File: config.mk
export PLATFORM = sky130hd
export DESIGN_NAME = adder_arbiter_20b
export DESIGN_NICKNAME = d
export VERILOG_FILES = /design/src/rtl/adder_arbiter_20b_pkg.sv /design/src/rtl/naive_carry_select_adder_20b.sv /design/src/rtl/adder_arbiter_20b.sv
export SDC_FILE = /design/constraint.sdc
export NUM_CORES = 1
export LEC_CHECK = 0
export ABC_AREA = 1
export BUFFER_PORTS_ARGS = -buffer_cell sky130_fd_sc_hd__buf_2
export CAP_MARGIN = 20
export CORE_UTILIZATION = 34
export DETAILED_ROUTE_END_ITERATION = 16
export PLACE_DENSITY = 0.57
export SLEW_MARGIN = 20
export SYNTH_ARGS = -nofsm -noshare
export SYNTH_HDL_FRONTEND = slang
export SYNTH_HIERARCHICAL = 1
export SYNTH_SLANG_ARGS = --single-unit
File: constraint.sdc
create_clock -name clk -period 3.17 [get_ports clk]
set_clock_uncertainty 0.05 [all_clocks]
set_input_delay 0.4755 -clock clk [delete_from_list [all_inputs] [get_ports clk]]
set_output_delay 0.4755 -clock clk [all_outputs]
set_load 0.01 [all_outputs]
File: src/rtl/adder_arbiter_20b_pkg.sv
// ============================================================================
// Module      : adder_arbiter_20b_pkg
// Description : Shared widths, requester-id encoding and pipeline tag type
//               for the two-requester arbitrated adder.
// Revision    : 1.0 - initial release
// ============================================================================
`default_nettype none

package adder_arbiter_20b_pkg;

  localparam int WIDTH_DEF = 20;
  localparam int CNT_W_DEF = 8;
  localparam int BLK_W     = 4;

  typedef enum logic {
    REQ_ID0 = 1'b0,
    REQ_ID1 = 1'b1
  } req_id_e;

  typedef struct packed {
    logic    vld;
    req_id_e id;
  } tag_t;

  function automatic req_id_e other_id(input req_id_e id);
    return (id == REQ_ID0) ? REQ_ID1 : REQ_ID0;
  endfunction

endpackage

`default_nettype wire

File: src/rtl/naive_carry_select_adder_20b.sv
// ============================================================================
// Module      : naive_carry_select_adder_20b
// Description : Registered carry-select adder built from BLK_W-bit blocks.
// Revision    : 1.0 - initial release
// ============================================================================
`default_nettype none

module naive_carry_select_adder_20b
  import adder_arbiter_20b_pkg::*;
#(
  parameter int WIDTH = WIDTH_DEF
) (
  input  logic             clk,
  input  logic             rstn,
  input  logic [WIDTH-1:0] a_i,
  input  logic [WIDTH-1:0] b_i,
  input  logic             cin_i,
  output logic [WIDTH:0]   sum_o
);

  localparam int NUM_BLK = (WIDTH + BLK_W - 1) / BLK_W;

  logic [NUM_BLK:0] w_carry;
  logic [WIDTH-1:0] w_sum;
  logic [WIDTH:0]   sum_q;

  assign w_carry[0] = cin_i;

  // Each block precomputes both carry-in outcomes; the ripple only drives muxes.
  generate
    for (genvar i = 0; i < NUM_BLK; i++) begin : g_blk
      localparam int LO = i * BLK_W;
      localparam int BW = ((WIDTH - LO) < BLK_W) ? (WIDTH - LO) : BLK_W;

      logic [BW:0] w_s0;
      logic [BW:0] w_s1;

      assign w_s0 = {1'b0, a_i[LO +: BW]} + {1'b0, b_i[LO +: BW]};
      assign w_s1 = {1'b0, a_i[LO +: BW]} + {1'b0, b_i[LO +: BW]} + (BW+1)'(1);

      assign w_sum[LO +: BW] = w_carry[i] ? w_s1[BW-1:0] : w_s0[BW-1:0];
      assign w_carry[i+1]    = w_carry[i] ? w_s1[BW]     : w_s0[BW];
    end
  endgenerate

  always_ff @(posedge clk) begin
    if (!rstn) begin
      sum_q <= '0;
    end else begin
      sum_q <= {w_carry[NUM_BLK], w_sum};
    end
  end

  assign sum_o = sum_q;

endmodule

`default_nettype wire

File: src/rtl/adder_arbiter_20b.sv
// ============================================================================
// Module      : adder_arbiter_20b
// Description : Round-robin arbiter sharing one pipelined adder between two
//               requesters, with tagged responses and completion counters.
// Revision    : 1.0 - initial release
// ============================================================================
`default_nettype none

module adder_arbiter_20b
  import adder_arbiter_20b_pkg::*;
#(
  parameter int WIDTH = WIDTH_DEF,
  parameter int CNT_W = CNT_W_DEF
) (
  input  logic             clk,
  input  logic             rstn,
  input  logic             en,
  input  logic             req0_valid,
  input  logic [WIDTH-1:0] req0_a,
  input  logic [WIDTH-1:0] req0_b,
  input  logic             req1_valid,
  input  logic [WIDTH-1:0] req1_a,
  input  logic [WIDTH-1:0] req1_b,
  output logic             req0_ready,
  output logic             req1_ready,
  output logic             rsp0_valid,
  output logic             rsp1_valid,
  output logic [WIDTH:0]   rsp_sum,
  output logic [CNT_W-1:0] cnt0,
  output logic [CNT_W-1:0] cnt1,
  output logic             busy
);

  req_id_e          ptr_q, ptr_d;
  logic             acc_d;
  req_id_e          acc_id_d;
  logic [WIDTH-1:0] acc_a_d, acc_b_d;

  logic [WIDTH-1:0] op_a_q, op_b_q;
  tag_t             tag1_q, tag2_q;
  logic [WIDTH:0]   add_sum;
  logic             rsp0_q, rsp1_q;
  logic [WIDTH:0]   rsp_sum_q;
  logic [CNT_W-1:0] cnt0_q, cnt1_q;

  // Grant decision: a lone requester wins outright, a tie goes to the pointer.
  always_comb begin
    req0_ready = 1'b0;
    req1_ready = 1'b0;
    ptr_d      = ptr_q;
    acc_d      = 1'b0;
    acc_id_d   = REQ_ID0;
    if (rstn && en) begin
      if (req0_valid && (!req1_valid || ptr_q == REQ_ID0)) begin
        acc_d    = 1'b1;
        acc_id_d = REQ_ID0;
      end else if (req1_valid) begin
        acc_d    = 1'b1;
        acc_id_d = REQ_ID1;
      end
    end
    if (acc_d) begin
      req0_ready = (acc_id_d == REQ_ID0);
      req1_ready = (acc_id_d == REQ_ID1);
      ptr_d      = other_id(acc_id_d);
    end
  end

  assign acc_a_d = (acc_id_d == REQ_ID1) ? req1_a : req0_a;
  assign acc_b_d = (acc_id_d == REQ_ID1) ? req1_b : req0_b;

  always_ff @(posedge clk) begin
    if (!rstn) begin
      ptr_q  <= REQ_ID0;
      op_a_q <= '0;
      op_b_q <= '0;
      tag1_q <= '0;
      tag2_q <= '0;
    end else begin
      ptr_q  <= ptr_d;
      if (acc_d) begin
        op_a_q <= acc_a_d;
        op_b_q <= acc_b_d;
      end
      tag1_q <= tag_t'{vld: acc_d, id: acc_id_d};
      tag2_q <= tag1_q;
    end
  end

  naive_carry_select_adder_20b #(
    .WIDTH (WIDTH)
  ) u_adder (
    .clk   (clk),
    .rstn  (rstn),
    .a_i   (op_a_q),
    .b_i   (op_b_q),
    .cin_i (1'b0),
    .sum_o (add_sum)
  );

  // Response stage: sum is only reloaded when a tagged op arrives.
  always_ff @(posedge clk) begin
    if (!rstn) begin
      rsp0_q    <= 1'b0;
      rsp1_q    <= 1'b0;
      rsp_sum_q <= '0;
    end else begin
      rsp0_q <= tag2_q.vld && (tag2_q.id == REQ_ID0);
      rsp1_q <= tag2_q.vld && (tag2_q.id == REQ_ID1);
      if (tag2_q.vld) begin
        rsp_sum_q <= add_sum;
      end
    end
  end

  always_ff @(posedge clk) begin
    if (!rstn) begin
      cnt0_q <= '0;
      cnt1_q <= '0;
    end else begin
      if (rsp0_q) begin
        cnt0_q <= cnt0_q + CNT_W'(1);
      end
      if (rsp1_q) begin
        cnt1_q <= cnt1_q + CNT_W'(1);
      end
    end
  end

  assign rsp0_valid = rsp0_q;
  assign rsp1_valid = rsp1_q;
  assign rsp_sum    = rsp_sum_q;
  assign cnt0       = cnt0_q;
  assign cnt1       = cnt1_q;
  assign busy       = tag1_q.vld | tag2_q.vld;

endmodule

`default_nettype wire

-- Word level (Yosys, flattened, before mapping)
Cells that the tools add are included.
- input port bits: 85
- bits in registers: 105
- logic and storage cells: 52
- output and inout bits: 42
- add/sub/neg operators: 11
- mux-type cells: 18
- reductions and logical operators: 6
- bitwise logic cells: 4
- operators with widths (cell ; number):
    20-bit 2-to-1 mux ; 2
    4-bit by 4-bit adder with 5-bit output ; 5
    5-bit by 1-bit adder with 5-bit output, second input constant ; 4
    8-bit by 1-bit adder with 8-bit output, second input constant ; 2
    4-bit 2-to-1 mux ; 4
    1-bit 2-to-1 mux ; 12
    1-bit logical AND ; 4
    1-bit inverter ; 3
    1-bit logical NOT ; 1
    1-bit logical OR ; 1
    1-bit OR ; 1

-- Logic depth before layout (Yosys ltp)
- depth after elaboration: 7
- gate-level depth with buffers: 17
- depth with buffers taken out: 17

-- Modules after synthesis
The synthesis kept the hierarchy.
- by module, submodules not included (module ; seq. area each (um2) ; area each (um2) ; times used ; cells each):
    adder_arbiter_20b ; 1681.6 ; 3711.1 ; 1 ; 567
    naive_carry_select_adder_20b ; 420.4 ; 1752.9 ; 1 ; 243

-- Worst setup path after synthesis
No wires, ideal clock.
- path kind: register -> register
- start point: reg op_a_q[4]
- end point: reg u_adder.sum_q[20] (netlist: u_adder/sum_o[20])
- data required time: 3.007 ns
- cell stages (with the launch flop): 17
- arrival: 2.076 ns
- setup time: 0.113 ns
- period minus slack after synthesis: 2.238 ns
- path buffers: 0
- path slack: 0.932 ns
- path through: dfxtp_1 > ha_1 > fa_1 > ha_1 > inv_1 > nor2_1 > nand3_1 > nand2_1 > nand2_1 > nand2_2 > nand2_4 > nand2_4 > nand2_4 > nand2_4 > nand2_2 > nor2_1 > nor2_1
- cells in the longest elaborated chain, start to end: 6
- RTL lines (element ; line ; text):
    start: declaration ; adder_arbiter_20b.sv:39 ; logic [WIDTH-1:0] op_a_q, op_b_q;
    start signal: assignment ; adder_arbiter_20b.sv:75 ; op_a_q <= '0;
    start signal: assignment ; adder_arbiter_20b.sv:82 ; op_a_q <= acc_a_d;
    4-bit by 4-bit adder with 5-bit output * ; naive_carry_select_adder_20b.sv:38, naive_carry_select_adder_20b.sv:39 ;
    5-bit by 1-bit adder with 5-bit output ; naive_carry_select_adder_20b.sv:39 ; assign w_s1 = {1'b0, a_i[LO +: BW]} + {1'b0, b_i[LO +: BW]} + (BW+1)'(1);
    1-bit 2-to-1 mux * (4 in a row) ; naive_carry_select_adder_20b.sv:42 ; assign w_carry[i+1] = w_carry[i] ? w_s1[BW] : w_s0[BW];
    end signal: assignment ; naive_carry_select_adder_20b.sv:50 ; sum_q <= {w_carry[NUM_BLK], w_sum};
    end: declaration ; naive_carry_select_adder_20b.sv:25 ; logic [WIDTH:0] sum_q;
Every way passes the cells marked *; elsewhere a longest branch is shown, timed or not.
A chain may end at the register's enable or synchronous reset.

-- Worst setup path after layout
- start point: reg op_a_q[4]
- end point: reg u_adder.sum_q[19] (netlist: u_adder/sum_o[19])
- cells in the longest elaborated chain, start to end: 6
- RTL lines (element ; line ; text):
    4-bit by 4-bit adder with 5-bit output * ; naive_carry_select_adder_20b.sv:38, naive_carry_select_adder_20b.sv:39 ;
    5-bit by 1-bit adder with 5-bit output ; naive_carry_select_adder_20b.sv:39 ;
    1-bit 2-to-1 mux * (3 in a row) ; naive_carry_select_adder_20b.sv:42 ;
    4-bit 2-to-1 mux * ; naive_carry_select_adder_20b.sv:41 ; assign w_sum[LO +: BW] = w_carry[i] ? w_s1[BW-1:0] : w_s0[BW-1:0];
Marks and branches as above.

==> flow_metrics.py <==
metrics = {
    "outcome": {
        "outcome": "complete, no violations",
    },
    "min_path": {
        "hold_class": "in -> reg",
        "min-delay-start": "req0_b[1]",
        "timing.hold.worst_endpoint": "op_b_q[1]$_SDFFE_PN0P_",
        "whs_path_depth": 5,
    },
    "worst_setup_path": {
        "r2r_setup_slack_ns": 0.73,
        "path_max_fanout": 7,
        "r2r_start": "op_a_q[4]$_SDFFE_PN0P_",
        "cp.required_ns": 3.36,
        "critPathKind": "reg -> reg",
        "arrival_ns": 2.63,
        "r2r_cells": 16,
        "r2r_end": "u_adder/sum_o[19]$_SDFF_PN0_",
        "startpoint_type": "flop",
        "cp-end-kind": "flop",
    },
    "floorplan": {
        "die_area_um2": 16600,
        "std_cell_rows": 45,
        "die_y_um": 129,
        "num_io_pins": 127,
        "core-area_um2": 15400,
        "start_util_pct": 35.4,
        "die_w_um": 129,
    },
    "placed_design": {
        "gp_congestion": 0.782,
        "dpl.hpwl_um": 8900,
        "dp_slack_ns": 0.745,
        "port_buffers": 126,
    },
    "drt": {
        "first_iter_violations": 233,
        "route.final.wire_length_um": 12200,
        "postRouteAntennaNets": 0,
        "drt-wirelength-per-cell_um": 10.7,
        "drc": 0,
        "avgViaCountPerCell": 4.35,
        "vias": 4959,
        "firstDrtPassIters": 4,
    },
    "clock_tree": {
        "holdBufCountCts": 0,
        "cts_tree": "yes",
        "clkSlewWorstSetupHoldPaths_ns": 0.07,
        "cts-root-buf": "clkbuf_16",
        "cts_made_buffers": 9,
        "insertion_delay_ns": 0.35,
        "post_cts_buffers": 0,
        "clock-sinks": 105,
        "cts_buffer_depth": 2,
        "htreeDepth": 3,
        "cts_resized": 0,
    },
    "yosys": {
        "yosysWarnings": 6,
        "synth-edff-count": 0,
        "synth_largest_area_cell": "dfxtp_1",
        "seq_area_frac_synth_pct": 38.5,
        "synth.top_cells.by_count": "nor2_1, nand2_1, nand3_1, dfxtp_1, inv_1",
        "synth.distinct_cells": 28,
        "syn-instance-count": 810,
        "async_flop_share_pct": 0,
        "postSynthAreaPerCell_um2": 6.75,
        "synth_flop_cell": "dfxtp_1",
        "syn_area_um2": 5460,
        "ys_ff_latch": 105,
        "synth_top_cell_area_share_pct": 38.5,
        "yosys-top-cells-area": "dfxtp_1, nor2_1, nand2_1",
        "yosysMostFrequentCell": "nor2_1",
    },
    "sta": {
        "rsz0062_at_grt": "no",
        "tightest_slew_ns": 0.661,
        "fin_ws_ns": 0.728,
        "fmax_ghz": 0.410,
        "final.setup.tns_ns": 0,
        "layout_min_cycle_time_ns": 2.44,
        "relSlewSlack_pct": 55.9,
        "setup-violations-final": 0,
        "slew_violations": 0,
        "hold_viol": 0,
        "min_period_over_period_pct": 77.0,
    },
    "power_and_ir_drop": {
        "p_int_w": 0.00227,
        "power_frac_seq_pct": 46.8,
        "worst_ir_drop_vdd_v": 0.000278,
        "power_switching_w": 0.000796,
        "netSwitchingFraction_pct": 26.0,
        "leakage_nw": 3.57,
        "powerDensity_nw_per_um2": 463,
        "clkPwrFrac_pct": 38.6,
        "p_comb_share_pct": 14.6,
    },
    "layout": {
        "diodes": 0,
        "syn2layout_area_growth_pct": 20.9,
        "nets": 1041,
        "fill_cells": 1664,
        "drive_gt1_share_pct": 18.0,
    },
    "job": {
        "cap_violations": 0,
    },
    "grt": {
        "antenna_found_initial": 0,
        "grt-ovfl-total": 0,
        "grt_pass1_wl_um": 20500,
        "grt_max_degree": 59,
        "grt_pass1_vias": 4505,
        "grtUsageTotal_pct": 15.4,
    },
}
## how the worst max path moves through the flow
stage	start	end	slack (ns)
6_report	op_a_q[4]$_SDFFE_PN0P_	u_adder/sum_o[19]$_SDFF_PN0_	0.73
5_1_grt	op_a_q[4]$_SDFFE_PN0P_	u_adder/sum_o[20]$_SDFF_PN0_	0.50
2_1_floorplan	op_a_q[4]$_SDFFE_PN0P_	u_adder/sum_o[20]$_SDFF_PN0_	0.93
4_1_cts	op_a_q[4]$_SDFFE_PN0P_	u_adder/sum_o[19]$_SDFF_PN0_	0.72
3_5_place_dp	op_a_q[4]$_SDFFE_PN0P_	u_adder/sum_o[19]$_SDFF_PN0_	0.75
3_3_place_gp	op_a_q[4]$_SDFFE_PN0P_	u_adder/sum_o[16]$_SDFF_PN0_	0.80
## power by group through the flow
stage                     Combinational [W]  Sequential (W)  Clock [W]
after floorplan                    0.000306         0.00146          0
after global placement             0.000449         0.00146          0
after detailed placement           0.000445         0.00146          0
after CTS                          0.000450         0.00143    0.00122
after global routing               0.000521         0.00144    0.00128
final                              0.000447         0.00143    0.00118
## placed cells by master (no fill, tap or decap), types with 6 or more instances in the layout
cell type	instances
a21oi_1	28
o21ai_0	37
nor2_1	168
clkbuf_16	9
dfxtp_1	105
inv_1	90
ha_1	27
buf_2	126
nand3_1	113
nand2_1	157
nor3_1	8
nand2_2	8
buf_4	6
## per-stage QoR
stage          cell area, µm²  util [%]  hold WS, ns  cells  power (W)
6_report                 6610      42.8        0.356   1139    0.00306
5_1_grt                  6610      42.8        0.376   1139    0.00324
3_5_place_dp             6290      40.8        0.352   1124    0.00191
2_1_floorplan            5480         -        0.340    814    0.00177
3_3_place_gp             6290      40.8        0.353   1124    0.00191
4_1_cts                  6610      42.8        0.344   1139    0.00311
## cell families after synthesis
logic type	after synthesis	share of synthesized area [%]
compound gates	68	6.32
other cells	1	0.0686
fa+ha+maj	32	8.01
buf+inv	127	9.11
flops	105	38.5
xor+xnor	9	1.44
simple gates	468	36.6
## routing by layer
| metal | vias to the layer above | track usage (%) | share of wire [%] |
|---|---|---|---|
| li1 | 2785 | - | - |
| met1 | 2037 | 22.5 | 56 |
| met2 | 125 | 22.4 | 38 |
| met3 | 12 | 2.45 | 5.0 |
| met4 | 0 | 6.02 | 1.5 |
| met5 | - | 0 | 0 |
## layout make-up
| type | instances | area [µm²] | share of cell area [%] |
|---|---|---|---|
| Timing Repair Buffer | 133 | 696 | 10.5 |
| Clock buffer | 9 | 225 | 3.41 |
| Multi-Input combinational cell | 582 | 2880 | 43.6 |
| Tap cell | 211 | 264 | 4.00 |
| Inverter | 93 | 349 | 5.28 |
| Clock inverter | 6 | 92.6 | 1.40 |
| Sequential cell | 105 | 2100 | 31.8 |
## flip-flops by register name (all words and copies together), names as in the netlist, 2 cells and up
| signal | flops |
|---|---|
| cnt0 | 8 |
| u_adder/sum_o | 21 |
| cnt1 | 8 |
| tag1_q | 2 |
| rsp_sum | 21 |
| tag2_q | 2 |
| op_b_q | 20 |
| op_a_q | 20 |
## critical path, stage by stage (launching register included)
cell and delay, ns:
dfxtp_1 0.32, ha_1 0.22, fa_1 0.53, ha_1 0.17, inv_1 0.06, nor2_1 0.14
nand3_1 0.09, nand2_1 0.06, nand2_1 0.05, nand2_2 0.10, nand2_4 0.08, nand2_4 0.08
nand2_4 0.08, nand2_4 0.07, nand2_2 0.07, nor2_1 0.11, nor2_1 0.06
No activity file was read; power rests on OpenSTA's default activity.
